`src/rtl/vme_lbus_ctrl.sv`:
```
// Local-bus master shared by the VME slave path and the internal interrupt/config path.
// Each grant runs one LHOLD/LHOLDA acquisition and one ADSn/READYn data cycle, ending in ACK or ERR.
module vme_lbus_ctrl #(
  parameter int AW      = 32,
  parameter int DW      = 32,
  parameter int TIMEOUT = 255
) (
  input  logic          CLOCK,
  input  logic          RESETn,

  input  logic          VME_REQ,
  input  logic          VME_WR,
  input  logic [AW-1:0] VME_ADDR,
  input  logic [DW-1:0] VME_WDATA,
  output logic          VME_ACK,
  output logic          VME_ERR,
  output logic [DW-1:0] VME_RDATA,

  input  logic          INT_REQ,
  input  logic          INT_WR,
  input  logic [AW-1:0] INT_ADDR,
  input  logic [DW-1:0] INT_WDATA,
  output logic          INT_ACK,
  output logic          INT_ERR,
  output logic [DW-1:0] INT_RDATA,

  output logic          LHOLD,
  input  logic          LHOLDA,
  output logic          ADSn,
  output logic          LW_Rn,
  output logic [DW-1:0] LAD_OUT,
  output logic          LAD_OE,
  input  logic [DW-1:0] LAD_IN,
  input  logic          READYn,
  output logic          BUSY
);

  typedef enum logic [2:0] {S_IDLE, S_HOLD, S_ADDR, S_DATA, S_DONE} state_t;

  localparam logic        GNT_VME   = 1'b0;
  localparam logic        GNT_INT   = 1'b1;
  localparam logic [10:0] TIMEOUT_C = 11'(TIMEOUT);

  state_t        state_q, state_d;
  logic [9:0]    cnt_q, cnt_d;
  logic [10:0]   cnt_inc;
  logic          timed_out;
  logic          done_ok;

  // grant_q doubles as the last-granted flag for round-robin tie breaks
  logic          grant_q, grant_d;
  logic          wr_q, wr_d;
  logic [AW-1:0] addr_q, addr_d;
  logic [DW-1:0] wdata_q, wdata_d;

  logic          lhold_q, lhold_d;
  logic          ads_n_q, ads_n_d;
  logic          lw_rn_q, lw_rn_d;
  logic          lad_oe_q, lad_oe_d;
  logic [DW-1:0] lad_out_q, lad_out_d;
  logic          busy_q, busy_d;
  logic          vme_ack_q, vme_ack_d;
  logic          vme_err_q, vme_err_d;
  logic          int_ack_q, int_ack_d;
  logic          int_err_q, int_err_d;
  logic [DW-1:0] vme_rdata_q, vme_rdata_d;
  logic [DW-1:0] int_rdata_q, int_rdata_d;

  assign cnt_inc   = {1'b0, cnt_q} + 11'd1;
  assign timed_out = (cnt_inc >= TIMEOUT_C);

  always_ff @(posedge CLOCK or negedge RESETn) begin
    if (!RESETn) begin
      state_q <= S_IDLE;
      cnt_q   <= '0;
    end else begin
      state_q <= state_d;
      cnt_q   <= cnt_d;
    end
  end

  always_comb begin
    state_d = state_q;
    cnt_d   = cnt_q;
    grant_d = grant_q;
    wr_d    = wr_q;
    addr_d  = addr_q;
    wdata_d = wdata_q;
    done_ok = 1'b0;
    case (state_q)
      S_IDLE: begin
        cnt_d = '0;
        if (VME_REQ || INT_REQ) begin
          if (VME_REQ && INT_REQ) grant_d = ~grant_q;
          else                    grant_d = INT_REQ ? GNT_INT : GNT_VME;
          wr_d    = (grant_d == GNT_INT) ? INT_WR    : VME_WR;
          addr_d  = (grant_d == GNT_INT) ? INT_ADDR  : VME_ADDR;
          wdata_d = (grant_d == GNT_INT) ? INT_WDATA : VME_WDATA;
          state_d = S_HOLD;
        end
      end
      S_HOLD: begin
        cnt_d = cnt_inc[9:0];
        if (LHOLDA)         state_d = S_ADDR;
        else if (timed_out) state_d = S_DONE;
      end
      S_ADDR: begin
        state_d = LHOLDA ? S_DATA : S_DONE;
      end
      S_DATA: begin
        // Lost hold beats READYn; READYn beats the timeout
        cnt_d = cnt_inc[9:0];
        if (!LHOLDA) begin
          state_d = S_DONE;
        end else if (!READYn) begin
          state_d = S_DONE;
          done_ok = 1'b1;
        end else if (timed_out) begin
          state_d = S_DONE;
        end
      end
      S_DONE:  state_d = S_IDLE;
      default: state_d = S_IDLE;
    endcase
  end

  always_comb begin
    lhold_d     = state_d inside {S_HOLD, S_ADDR, S_DATA};
    ads_n_d     = (state_d != S_ADDR);
    lw_rn_d     = (state_d inside {S_ADDR, S_DATA}) && wr_q;
    lad_oe_d    = (state_d == S_ADDR) || ((state_d == S_DATA) && wr_q);
    busy_d      = (state_d != S_IDLE);
    lad_out_d   = lad_out_q;
    if (state_d == S_ADDR)              lad_out_d = DW'(addr_q);
    else if (state_d == S_DATA && wr_q) lad_out_d = wdata_q;
    vme_ack_d   = (state_d == S_DONE) &&  done_ok && (grant_q == GNT_VME);
    vme_err_d   = (state_d == S_DONE) && !done_ok && (grant_q == GNT_VME);
    int_ack_d   = (state_d == S_DONE) &&  done_ok && (grant_q == GNT_INT);
    int_err_d   = (state_d == S_DONE) && !done_ok && (grant_q == GNT_INT);
    vme_rdata_d = vme_rdata_q;
    int_rdata_d = int_rdata_q;
    if (done_ok && !wr_q) begin
      if (grant_q == GNT_VME) vme_rdata_d = LAD_IN;
      else                    int_rdata_d = LAD_IN;
    end
  end

  always_ff @(posedge CLOCK or negedge RESETn) begin
    if (!RESETn) begin
      grant_q     <= GNT_INT;
      wr_q        <= 1'b0;
      addr_q      <= '0;
      wdata_q     <= '0;
      lhold_q     <= 1'b0;
      ads_n_q     <= 1'b1;
      lw_rn_q     <= 1'b0;
      lad_oe_q    <= 1'b0;
      lad_out_q   <= '0;
      busy_q      <= 1'b0;
      vme_ack_q   <= 1'b0;
      vme_err_q   <= 1'b0;
      int_ack_q   <= 1'b0;
      int_err_q   <= 1'b0;
      vme_rdata_q <= '0;
      int_rdata_q <= '0;
    end else begin
      grant_q     <= grant_d;
      wr_q        <= wr_d;
      addr_q      <= addr_d;
      wdata_q     <= wdata_d;
      lhold_q     <= lhold_d;
      ads_n_q     <= ads_n_d;
      lw_rn_q     <= lw_rn_d;
      lad_oe_q    <= lad_oe_d;
      lad_out_q   <= lad_out_d;
      busy_q      <= busy_d;
      vme_ack_q   <= vme_ack_d;
      vme_err_q   <= vme_err_d;
      int_ack_q   <= int_ack_d;
      int_err_q   <= int_err_d;
      vme_rdata_q <= vme_rdata_d;
      int_rdata_q <= int_rdata_d;
    end
  end

  assign LHOLD     = lhold_q;
  assign ADSn      = ads_n_q;
  assign LW_Rn     = lw_rn_q;
  assign LAD_OE    = lad_oe_q;
  assign LAD_OUT   = lad_out_q;
  assign BUSY      = busy_q;
  assign VME_ACK   = vme_ack_q;
  assign VME_ERR   = vme_err_q;
  assign INT_ACK   = int_ack_q;
  assign INT_ERR   = int_err_q;
  assign VME_RDATA = vme_rdata_q;
  assign INT_RDATA = int_rdata_q;

endmodule
```
`config.mk`:
```
export PLATFORM = sky130hd
export DESIGN_NAME = vme_lbus_ctrl
export DESIGN_NICKNAME = d
export VERILOG_FILES = /design/src/rtl/vme_lbus_ctrl.sv
export SDC_FILE = /design/constraint.sdc
export NUM_CORES = 1
export LEC_CHECK = 0
export ABC_CLOCK_PERIOD_IN_PS = 2800
export BUFFER_PORTS_ARGS = -buffer_cell sky130_fd_sc_hd__buf_2
export CORE_MARGIN = 1.5
export CORE_UTILIZATION = 51
export DETAILED_ROUTE_END_ITERATION = 12
export MAX_ROUTING_LAYER = met4
export PLACE_DENSITY_LB_ADDON = 0.15
export REMOVE_ABC_BUFFERS = 1
export SYNTH_ARGS = -nofsm -noshare
export SYNTH_HDL_FRONTEND = slang
export SYNTH_SLANG_ARGS = --single-unit
```
`constraint.sdc`:
```
create_clock -name CLOCK -period 2.8 [get_ports CLOCK]
set_input_delay 0.84 -clock CLOCK [delete_from_list [all_inputs] [get_ports CLOCK]]
set_output_delay 0.84 -clock CLOCK [all_outputs]
set_load 0.01 [all_outputs]
```
==> reports/metrics.sh, run 1 <==
AREAGROWTHSYNTHTOFINISH_PCT=28.0
SLEW_VIOLATIONS=0
ANTENNA_CELLS=0
UTILIZATION_PCT=67.1
POST-DP-HPWL_UM=13300
IO_PINS=273
CRITICAL_PATH_PEAK_FANOUT=51
CTS_MADE_BUFFERS=17
CTS_ROOT_BUFFER='sky130_fd_sc_hd__clkbuf_16'
GLOBALPLACE.CONGESTION=0.856
MET1_USAGE_PCT=28.4
YS_SEQ_ELEMENTS=184
POWER.NET_SWITCHING_W=0.00377
SYNTHESIS.AREA_UM2=8350
AVGSYNTHCELLAREA_UM2=10.9
FINAL_CELL_AREA_UM2=10700
SETUP_TOTAL_NEGATIVE_SLACK_NS=0
ROUTED_WL_UM=19000
SHARE_OF_THE_CLOCK_PERIOD_USED_BY_THE_WORST_PATH_AFTER_LAYOUT_PCT=89.0
PLACEMENT_ROW_COUNT=46
CHIPWIDTH_UM=131
CTS_SINKS=184
MIN_PERIOD_NS=2.49
SW_FRAC_OF_TOTAL_PCT=35.1
DRT_DRC_VIOLATIONS_LEFT=0
CLOCK_LATENCY_NS=0.42
DPL_CELL_AREA_UM2=10100
VIAS_IN_THE_FIRST_GLOBAL_ROUTE=6026
POST-ROUTE-WORST-SETUP-SLACK_NS=0.309
SETUP_VIOL=0
POWER_FRAC_COMB_PCT=35.8
DISTINCT_CELL_TYPE_COUNT_AFTER_SYNTHESIS=49
SYNTH.TOP_CELLS.BY_COUNT='182 x sky130_fd_sc_hd__dfrtp_1, 110 x sky130_fd_sc_hd__nor2_1, 67 x sky130_fd_sc_hd__a21oi_1'
NUM-NETS-FINAL=1193
DIE_H_UM=131
SYNTH.YOSYS.WARNINGS=0
CTS_MAX_PATH_BUFFERS=2
YOSYSTOPAREACELL='sky130_fd_sc_hd__dfrtp_1'
ASYNCSETRESETFLOPFRACSYNTH_PCT=100
DRT_PRE_ANTENNA_ITERS=5
CELLINTERNALPOWER_W=0.00697
CRIT_PATH_LAUNCH_TYPE='register'
VDD_DROP_MAX_V=0.000628
TOTAL_VIAS_IN_THE_FINAL_ROUTE=6538
NUMBER_OF_ANTENNA_VIOLATIONS_AT_THE_FIRST_CHECK_IN_GLOBAL_ROUTING=0
AVERAGE_ROUTED_WIRE_PER_STANDARD_CELL_UM=15.2
WORSTHOLDPATHTYPE='in2async'
POST_SYNTH_MAIN_AREA_CONTRIBUTORS='sky130_fd_sc_hd__dfrtp_1 55%, sky130_fd_sc_hd__mux2i_1 7.8%, sky130_fd_sc_hd__mux2_2 7.3%'
TIMING.FINAL.HOLD_VIOLATIONS=0
SEQ_POWER_SHARE_PCT=40.6
WORST-R2R-SETUP-SLACK_NS=0.31
WORST_SLEW_PIN_SLEW_NS=0.551
MOST_COMMON_CELL_IN_THE_NETLIST='sky130_fd_sc_hd__dfrtp_1'
TIMING.CLOCK.SKEW_NS=0.00889
LAYER_CARRYING_THE_MOST_GLOBAL_ROUTE_USAGE='met2'
TRACK_USAGE_PCT=23.2
MET3_USAGE_PCT=6.80
FIRST_ITER_VIOLATIONS=300
CTS.CLK_SLEW.WORST_PATHS_NS=0.06
LAYOUT-DRIVE-GT1-SHARE_PCT=38.5
SYNTHCELLS=768
H-TREE-DEPTH=4
DRT-VIAS-PER-INSTANCE=5.22
YOSYSSEQAREASHARE_PCT=55.1
CP_DATA_ARRIVAL_TIME_NS=2.83
CP_CLASS='reg2reg'
GRT_PASS1_WL_UM=29700
MAXCAPVIOLATIONS=0
SLEW-LIMIT-HEADROOM_PCT=63.2
POWER.LEAKAGE_nW=5.40
FINAL_ANTENNA_NET_COUNT=0
FLOORPLAN.CORE_AREA_UM2=15900
MAX_FREQ_MHz=401
CTS_TREE='built'
SYNTH_EDF_COUNT=0
FIN_WORST_HOLD_SLACK_NS=0.302
GRT_MAX_DEGREE=133
RSZ0062_AT_GRT='false'
GRT_OVERFLOW_TOTAL=0
FLOORPLAN.INITIALDENSITY_PCT=52.4
P_PER_AREA_nW_PER_UM2=1000
RUN_STATUS='completed'
DPL_WORST_SLACK_NS=0.198
ENDPOINT_KIND='register'
DOMINANTREGCELLSYNTH='sky130_fd_sc_hd__dfrtp_1'
YOSYS.AREA.TOP_TYPE_SHARE_PCT=54.5
GLOBALROUTEMET2UTIL_PCT=37.7
NUMPORTBUFFERS=272
CLOCK_NETWORK_POWER_SHARE_PCT=23.6
REQUIRED_NS=3.13
DIE_AREA_UM2=17200
[power groups by stage]
stage	combinational, W	clock [W]	sequential (W)
2_1_floorplan	0.00219	0	0.00458
3_3_place_gp	0.00377	0	0.00438
3_5_place_dp	0.00388	0	0.00440
4_1_cts	0.00389	0.00259	0.00437
5_1_grt	0.00431	0.00270	0.00451
6_report	0.00384	0.00253	0.00436
[critical path: stages, from the launching register on]
cell                       delay (ns)
sky130_fd_sc_hd__dfrtp_1         0.45
sky130_fd_sc_hd__ha_2            0.32
sky130_fd_sc_hd__nand3_1         0.16
sky130_fd_sc_hd__nor3_2          0.22
sky130_fd_sc_hd__mux2_1          0.40
sky130_fd_sc_hd__o211ai_4        0.28
sky130_fd_sc_hd__buf_12          0.25
sky130_fd_sc_hd__o31ai_1         0.10
sky130_fd_sc_hd__a31oi_1         0.20
[path summary, 6_finish.rpt]
kind | start | endpoint | cells past startpoint
max in group asynchronous | RESETn | INT_RDATA[29]$_DFFE_PN0P_ | 2
worst min-delay path | RESETn | INT_RDATA[15]$_DFFE_PN0P_ | 1
worst max-delay path | cnt_q[0]$_DFFE_PN0P_ | LAD_OUT[15]$_DFFE_PN0P_ | 8
worst min register to register | VME_RDATA[8]$_DFFE_PN0P_ | VME_RDATA[8]$_DFFE_PN0P_ | 1
worst max register to register | cnt_q[0]$_DFFE_PN0P_ | LAD_OUT[15]$_DFFE_PN0P_ | 8
min in group CLOCK | VME_RDATA[8]$_DFFE_PN0P_ | VME_RDATA[8]$_DFFE_PN0P_ | 1
[cell type report]
class                      instances  area (um^2)
timing repair buffer             298         1680
clock buffer                      23          498
fill                            1282         5250
clock inverter                     9          138
sequential                       184         4610
tap                              216          270
multi-input combinational        484         3360
inverter                          38          143
[registers in the layout, indices dropped and copies added, names as in the netlist, 3 cells and up]
name / count
addr_q: 32
cnt_q: 10
LAD_OUT: 32
state_q: 3
INT_RDATA: 32
VME_RDATA: 32
wdata_q: 32
[per-layer routing]
layer  vias to the layer above  routed length, um
li1                       3242                  -
met1                      3063               8190
met2                       219               9150
met3                        14               1460
met4                         0                186
met5                         -                  0
[logic make-up (layout without fill, tap and decap cells)]
group	count (synthesis)	in the layout	share of synthesized area, %
simple gates	185	185	10.8
xor+xnor	4	4	0.419
buf+inv	100	368	5.12
mux	130	130	16.5
compound gates	163	163	11.7
fa+ha+maj	2	2	0.299
flops	184	184	55.1
[placed cells by master, fill, tap and decap left out, types with 17 or more instances in the layout]
master and instances:
sky130_fd_sc_hd__mux2i_1 65, sky130_fd_sc_hd__inv_1 37, sky130_fd_sc_hd__a21oi_1 67, sky130_fd_sc_hd__buf_4 17, sky130_fd_sc_hd__a31oi_1 34, sky130_fd_sc_hd__clkbuf_16 17
sky130_fd_sc_hd__buf_2 271, sky130_fd_sc_hd__nor2_1 110, sky130_fd_sc_hd__o21ai_0 19, sky130_fd_sc_hd__or4_1 31, sky130_fd_sc_hd__mux2_2 54, sky130_fd_sc_hd__o31ai_1 34
sky130_fd_sc_hd__dfrtp_1 182
[per-stage QoR]
step           total power (W)  instances
3_5_place_dp           0.00828       1220
4_1_cts                 0.0109       1252
5_1_grt                 0.0115       1252
6_report                0.0107       1252
2_1_floorplan          0.00676        706
3_3_place_gp           0.00815       1220
[repair_timing]
| action | in CTS | in global routing |
|---|---|---|
| hold buffers | 0 | 0 |
| gates resized for setup | 0 | 1 |
| buffers inserted | 0 | 0 |
| endpoints found under the setup margin | 0 | 3 |
Power figures use the tool's default switching activity.
==> inputs of run 2 (changes only) <==
--- a/config.mk
+++ b/config.mk
@@ -6,7 +6,7 @@
 export NUM_CORES = 1
 export LEC_CHECK = 0
 export ABC_CLOCK_PERIOD_IN_PS = 2800
-export BUFFER_PORTS_ARGS = -buffer_cell sky130_fd_sc_hd__buf_2
+export BUFFER_PORTS_ARGS = -buffer_cell sky130_fd_sc_hd__buf_4
 export CORE_MARGIN = 1.5
 export CORE_UTILIZATION = 51
 export DETAILED_ROUTE_END_ITERATION = 12
==> run 2 against run 1 <==
First-iteration DRC count decreased by 1.0%. Core utilization increased by 3.9 points. Hold slack improved by 0.072 ns. Wire length increased by 4.0%. Largest power group unchanged. Combinational power increased by 11%. Critical path depth unchanged. Sequential share of layout area decreased by 2.4 points. Flip-flop and latch count unchanged. Clock skew increased by 0.00095 ns.
==> reports/metrics.sh, run 2 (same netlist as run 1, synthesis figures left out) <==
RUN_STATUS='completed'
MOSTFREQUENTLAYOUTCELLS='285 x sky130_fd_sc_hd__buf_4, 182 x sky130_fd_sc_hd__dfrtp_1, 110 x sky130_fd_sc_hd__nor2_1, 67 x sky130_fd_sc_hd__a21oi_1, 65 x sky130_fd_sc_hd__mux2i_1'
CLOCK_LATENCY_NS=0.42
FLOORPLAN.CORE_AREA_UM2=15900
TIMING.FINAL.HOLD_VIOLATIONS=0
REQUIRED_NS=3.13
FLOORPLAN.INITIALDENSITY_PCT=52.4
WORST_SLEW_PIN_SLEW_NS=0.633
TRACK_USAGE_PCT=24.2
SETUP_VIOL=0
SHARE_OF_THE_CLOCK_PERIOD_USED_BY_THE_WORST_PATH_AFTER_LAYOUT_PCT=90.5
MAXCAPVIOLATIONS=0
WORST-R2R-SETUP-SLACK_NS=0.26
PLACEMENT_ROW_COUNT=46
SEQ_POWER_SHARE_PCT=39.8
POST-CTS-SETUP-BUFFER-COUNT=0
SW_FRAC_OF_TOTAL_PCT=34.8
WORSTSETUPSTARTPOINT='cnt_q[0]$_DFFE_PN0P_'
DPL_WORST_SLACK_NS=0.210
SLEW-LIMIT-HEADROOM_PCT=57.8
FIRST_ITER_VIOLATIONS=297
CTS_MAX_PATH_BUFFERS=2
AREAGROWTHSYNTHTOFINISH_PCT=35.5
GRT_MAX_DEGREE=133
DPL_CELL_AREA_UM2=10700
CP_CLASS='reg2reg'
ROUTED_WL_UM=19700
LAYOUT-DRIVE-GT1-SHARE_PCT=38.4
NUM-NETS-FINAL=1191
CTS.CLK_SLEW.WORST_PATHS_NS=0.07
FINAL_CELL_AREA_UM2=11300
DIE_AREA_UM2=17200
LAYOUT_COMMONEST_CELL='sky130_fd_sc_hd__buf_4'
CP_DATA_ARRIVAL_TIME_NS=2.86
SLEW_VIOLATIONS=0
RSZ0062_AT_GRT='false'
CTS_ROOT_BUFFER='sky130_fd_sc_hd__clkbuf_16'
POST-DP-HPWL_UM=13700
CTS_SINKS=184
DRT-VIAS-PER-INSTANCE=5.34
TOTAL_VIAS_IN_THE_FINAL_ROUTE=6670
CRITICAL_PATH_PEAK_FANOUT=54
ENDPOINT_KIND='register'
NUMPORTBUFFERS=272
WORSTHOLDPATHTYPE='in2async'
CTS_MADE_BUFFERS=17
NUM-FILL-CELLS=1204
AVERAGE_ROUTED_WIRE_PER_STANDARD_CELL_UM=15.8
H-TREE-DEPTH=4
IO_PINS=273
P_PER_AREA_nW_PER_UM2=971
GRT_PASS1_WL_UM=31300
NUMBER_OF_ANTENNA_VIOLATIONS_AT_THE_FIRST_CHECK_IN_GLOBAL_ROUTING=0
MIN_PERIOD_NS=2.54
RR_STARTPOINT='cnt_q[0]$_DFFE_PN0P_'
TIMING.CLOCK.SKEW_NS=0.00984
CHIPWIDTH_UM=131
VDD_DROP_MAX_V=0.000584
POST-ROUTE-WORST-SETUP-SLACK_NS=0.265
CRITICAL_PATH.REG2REG.ENDPOINT='LAD_OUT[10]$_DFFE_PN0P_'
CTS_TREE='built'
ANTENNA_CELLS=0
REG2REGPATHDEPTH=8
POWER.LEAKAGE_nW=5.55
MAX_FREQ_MHz=394
FINAL_ANTENNA_NET_COUNT=0
VIAS_IN_THE_FIRST_GLOBAL_ROUTE=6269
DIE_H_UM=131
POWER_FRAC_COMB_PCT=38.7
DRT_PRE_ANTENNA_ITERS=6
CELLINTERNALPOWER_W=0.00716
GLOBALPLACE.CONGESTION=0.835
CLOCK_NETWORK_POWER_SHARE_PCT=21.5
POWER.NET_SWITCHING_W=0.00382
DRT_DRC_VIOLATIONS_LEFT=0
CRIT_PATH_LAUNCH_TYPE='register'
GRT_OVERFLOW_TOTAL=0
run 2: changes by cell type in the layout (fill, tap and decap cells not counted):
cell / change
sky130_fd_sc_hd__clkinv_2: +2
sky130_fd_sc_hd__bufinv_16: -1
sky130_fd_sc_hd__buf_12: +1
sky130_fd_sc_hd__clkbuf_8: -4
sky130_fd_sc_hd__buf_4: +268
sky130_fd_sc_hd__inv_6: +3
sky130_fd_sc_hd__buf_2: -271
run 2: worst max-delay path, cell delays in order (launching register included):
cell and delay [ns]:
sky130_fd_sc_hd__dfrtp_1 0.46, sky130_fd_sc_hd__ha_2 0.33, sky130_fd_sc_hd__nand3_1 0.16, sky130_fd_sc_hd__nor3_2 0.21, sky130_fd_sc_hd__mux2_1 0.40, sky130_fd_sc_hd__o211ai_4 0.25
sky130_fd_sc_hd__buf_12 0.26, sky130_fd_sc_hd__o31ai_1 0.11, sky130_fd_sc_hd__a31oi_1 0.25
run 2: timing repair:
item                                    in CTS  in global routing
endpoints found under the setup margin       0                  1
resized for setup                            0                  1
hold buffers                                 0                  0
endpoints found under the hold margin        0                  0
run 2: metrics by stage:
step	instances	power (W)	utilization, %	hold WS (ns)	TNS, ns
after floorplan	706	0.00676	-	0.472	-305.19
after global placement	1218	0.00855	67.3	0.469	0
after detailed placement	1218	0.00869	67.3	0.478	0
after CTS	1250	0.0111	71.0	0.386	0
after global routing	1250	0.0118	71.0	0.404	0
final	1250	0.0110	71.0	0.373	0
run 2: cell type report:
class / count / area, um^2 / share of cell area [%]
Timing Repair Buffer: 296 / 2350 / 20.8
Inverter: 38 / 143 / 1.26
Clock buffer: 19 / 443 / 3.91
Clock inverter: 13 / 144 / 1.27
Sequential cell: 184 / 4610 / 40.7
Tap cell: 216 / 270 / 2.39
Multi-Input combinational cell: 484 / 3360 / 29.7
run 2: worst max-delay path by stage:
| stage | endpoint | depth (start not counted) |
|---|---|---|
| CTS | LAD_OUT[10]$_DFFE_PN0P_ | 8 |
| global route | LAD_OUT[10]$_DFFE_PN0P_ | 8 |
| detailed placement | BUSY$_DFF_PN0_ | 7 |
| global placement | BUSY$_DFF_PN0_ | 7 |
| finish | LAD_OUT[10]$_DFFE_PN0P_ | 8 |
| floorplan | addr_q[0]$_DFFE_PN0P_ | 3 |
run 2: per-layer routing:
| layer | share of wire (%) | GRT usage [%] | vias to the layer above |
|---|---|---|---|
| li1 | - | - | 3232 |
| met1 | 42 | 30.1 | 3218 |
| met2 | 49 | 39.8 | 205 |
| met3 | 7.6 | 6.07 | 15 |
| met4 | 1.1 | 6.46 | 0 |
| met5 | 0 | - | - |
run 2: power by group through the flow:
| stage | clock, W | combinational [W] | sequential (W) |
|---|---|---|---|
| final | 0.00236 | 0.00425 | 0.00438 |
| after global routing | 0.00251 | 0.00472 | 0.00453 |
| after CTS | 0.00241 | 0.00430 | 0.00438 |
| after detailed placement | 0 | 0.00428 | 0.00442 |
| after global placement | 0 | 0.00417 | 0.00438 |
| after floorplan | 0 | 0.00219 | 0.00458 |
==> inputs of run 3 (changes only) <==
--- a/config.mk
+++ b/config.mk
@@ -11,7 +11,7 @@
 export CORE_UTILIZATION = 51
 export DETAILED_ROUTE_END_ITERATION = 12
 export MAX_ROUTING_LAYER = met4
-export PLACE_DENSITY_LB_ADDON = 0.15
+export PLACE_DENSITY_LB_ADDON = 0.1
 export REMOVE_ABC_BUFFERS = 1
 export SYNTH_ARGS = -nofsm -noshare
 export SYNTH_HDL_FRONTEND = slang
==> run 3 against run 2 <==
Total power grew 0.61%. Worst setup slack lost 0.0048 ns. Global-route usage shrank 0.17 points. Clock power grew 5%. Via count grew 0.21%. Die area is the same. Core utilization shrank 0.063 points. Wire length grew 0.74%.
==> reports/metrics.sh, run 3 (same netlist as run 1, synthesis figures left out) <==
DRT-VIAS-PER-INSTANCE=5.36
CTS_TREE='built'
POST-DP-HPWL_UM=13700
FINAL_ANTENNA_NET_COUNT=0
ENDPOINT_KIND='register'
AREAGROWTHSYNTHTOFINISH_PCT=35.4
TIMING.CLOCK.SKEW_NS=0.0118
FINAL_CELL_AREA_UM2=11300
WORSTHOLDPATHTYPE='in2async'
DIE_AREA_UM2=17200
NUMBER_OF_ANTENNA_VIOLATIONS_AT_THE_FIRST_CHECK_IN_GLOBAL_ROUTING=0
ANTENNA_CELLS=0
FIRST_ITER_VIOLATIONS=399
DRT_DRC_VIOLATIONS_LEFT=0
LAYOUT_COMMONEST_CELL='sky130_fd_sc_hd__buf_4'
DRT_PRE_ANTENNA_ITERS=5
CP_CLASS='reg2reg'
SETUP_VIOL=0
MIN_PERIOD_NS=2.54
VDD_DROP_MAX_V=0.000632
TRACK_USAGE_PCT=24.1
POWER.LEAKAGE_nW=5.55
CHIPWIDTH_UM=131
SLEW-LIMIT-HEADROOM_PCT=31.1
UTILIZATION_PCT=70.9
MAX_FREQ_MHz=394
NUMPORTBUFFERS=272
CTS.CLK_SLEW.WORST_PATHS_NS=0.07
FLOORPLAN.CORE_AREA_UM2=15900
POST-ROUTE-WORST-SETUP-SLACK_NS=0.260
P_PER_AREA_nW_PER_UM2=977
NUM-NETS-FINAL=1189
REQUIRED_NS=3.14
SLEW_VIOLATIONS=0
MOSTFREQUENTLAYOUTCELLS='284 x sky130_fd_sc_hd__buf_4, 182 x sky130_fd_sc_hd__dfrtp_1, 110 x sky130_fd_sc_hd__nor2_1, 67 x sky130_fd_sc_hd__a21oi_1, 65 x sky130_fd_sc_hd__mux2i_1'
WORST_SLEW_PIN_SLEW_NS=1.03
RSZ0062_AT_GRT='false'
MAXCAPVIOLATIONS=0
H-TREE-DEPTH=4
GRT_PASS1_WL_UM=30800
SEQ_AREA_UM2=4610
CP_DATA_ARRIVAL_TIME_NS=2.88
CTS_MADE_BUFFERS=17
IO_PINS=273
CTS_ROOT_BUFFER='sky130_fd_sc_hd__clkbuf_16'
PLACEMENT_ROW_COUNT=46
VIAS_IN_THE_FIRST_GLOBAL_ROUTE=6231
TOTAL_VIAS_IN_THE_FINAL_ROUTE=6684
DIE_H_UM=131
CTS_SINKS=184
CRIT_PATH_LAUNCH_TYPE='register'
LAYOUT-DRIVE-GT1-SHARE_PCT=38.6
ROUTED_WL_UM=19900
CTS_MAX_PATH_BUFFERS=2
AVERAGE_ROUTED_WIRE_PER_STANDARD_CELL_UM=15.9
CRITICAL_PATH_PEAK_FANOUT=23
RUN_STATUS='completed'
RR_STARTPOINT='cnt_q[0]$_DFFE_PN0P_'
WORSTSETUPSTARTPOINT='cnt_q[0]$_DFFE_PN0P_'
TIMING.FINAL.HOLD_VIOLATIONS=0
GRT_OVERFLOW_TOTAL=0
DPL_WORST_SLACK_NS=0.171
SHARE_OF_THE_CLOCK_PERIOD_USED_BY_THE_WORST_PATH_AFTER_LAYOUT_PCT=90.7
GRT_MAX_DEGREE=133
MULTI_INPUT_AREA_UM2=3380
NUM-FILL-CELLS=1231
GLOBALPLACE.CONGESTION=0.821
CLOCK_LATENCY_NS=0.43
DPL_CELL_AREA_UM2=10700
FLOORPLAN.INITIALDENSITY_PCT=52.4
## run 3: cell types whose count changed in the layout (fill, tap and decap cells not counted), sizes merged
cell      before  now
clkinvlp       1    0
buf          296  293
and3           5    6
inv           41   45
clkinv         7    4
## run 3: critical path, stage by stage, from the launching register on
cell and delay (ns):
sky130_fd_sc_hd__dfrtp_1 0.45, sky130_fd_sc_hd__ha_2 0.32, sky130_fd_sc_hd__nand3_1 0.15, sky130_fd_sc_hd__nor3_2 0.20, sky130_fd_sc_hd__mux2_1 0.40, sky130_fd_sc_hd__o211ai_4 0.31
sky130_fd_sc_hd__buf_4 0.31, sky130_fd_sc_hd__o31ai_1 0.10, sky130_fd_sc_hd__a31oi_1 0.21
## run 3: cell type report
cell class	count	area share (%)
inverter	38	1.26
multi-input combinational	485	29.8
tap	216	2.39
sequential	184	40.7
timing repair buffer	293	20.4
clock inverter	13	1.39
clock buffer	19	4.00
## run 3: layer usage
metal	vias to the layer above	wire (um)	track usage (%)
met5	-	0	-
met4	0	291	7.56
met3	22	1650	6.15
met2	250	9720	39.3
met1	3187	8220	29.5
li1	3225	-	-
## run 3: metrics by stage
step / cells / hold slack, ns / setup TNS [ns] / total power (W)
detailed placement: 1215 / 0.476 / 0 / 0.00865
global route: 1248 / 0.370 / 0 / 0.0118
floorplan: 706 / 0.472 / -305.19 / 0.00676
global placement: 1215 / 0.469 / 0 / 0.00850
finish: 1248 / 0.346 / 0 / 0.0111
CTS: 1247 / 0.344 / 0 / 0.0111
## run 3: worst paths after layout
check                                                  to  slack (ns)  depth (start not counted)
min in group CLOCK               VME_RDATA[7]$_DFFE_PN0P_        0.49                          1
worst min-delay path                    VME_ERR$_DFF_PN0_        0.35                          1
worst max register to register    LAD_OUT[30]$_DFFE_PN0P_        0.26                          8
worst max-delay path              LAD_OUT[30]$_DFFE_PN0P_        0.26                          8
worst min register to register   VME_RDATA[7]$_DFFE_PN0P_        0.49                          1
max in group asynchronous       INT_RDATA[22]$_DFFE_PN0P_        1.79                          2
## run 3: what timing repair did
item                       CTS  global route
resized for setup            0             2
hold buffers                 0             0
setup endpoints to repair    0             7
buffers inserted             0             0
## run 3: power breakdown
group | internal (W) | total (W) | switching [W]
Combinational | 0.00202 | 0.00421 | 0.00219
Sequential | 0.00376 | 0.00438 | 0.000617
Clock | 0.00139 | 0.00247 | 0.00108
Total | 0.00717 | 0.0111 | 0.00388
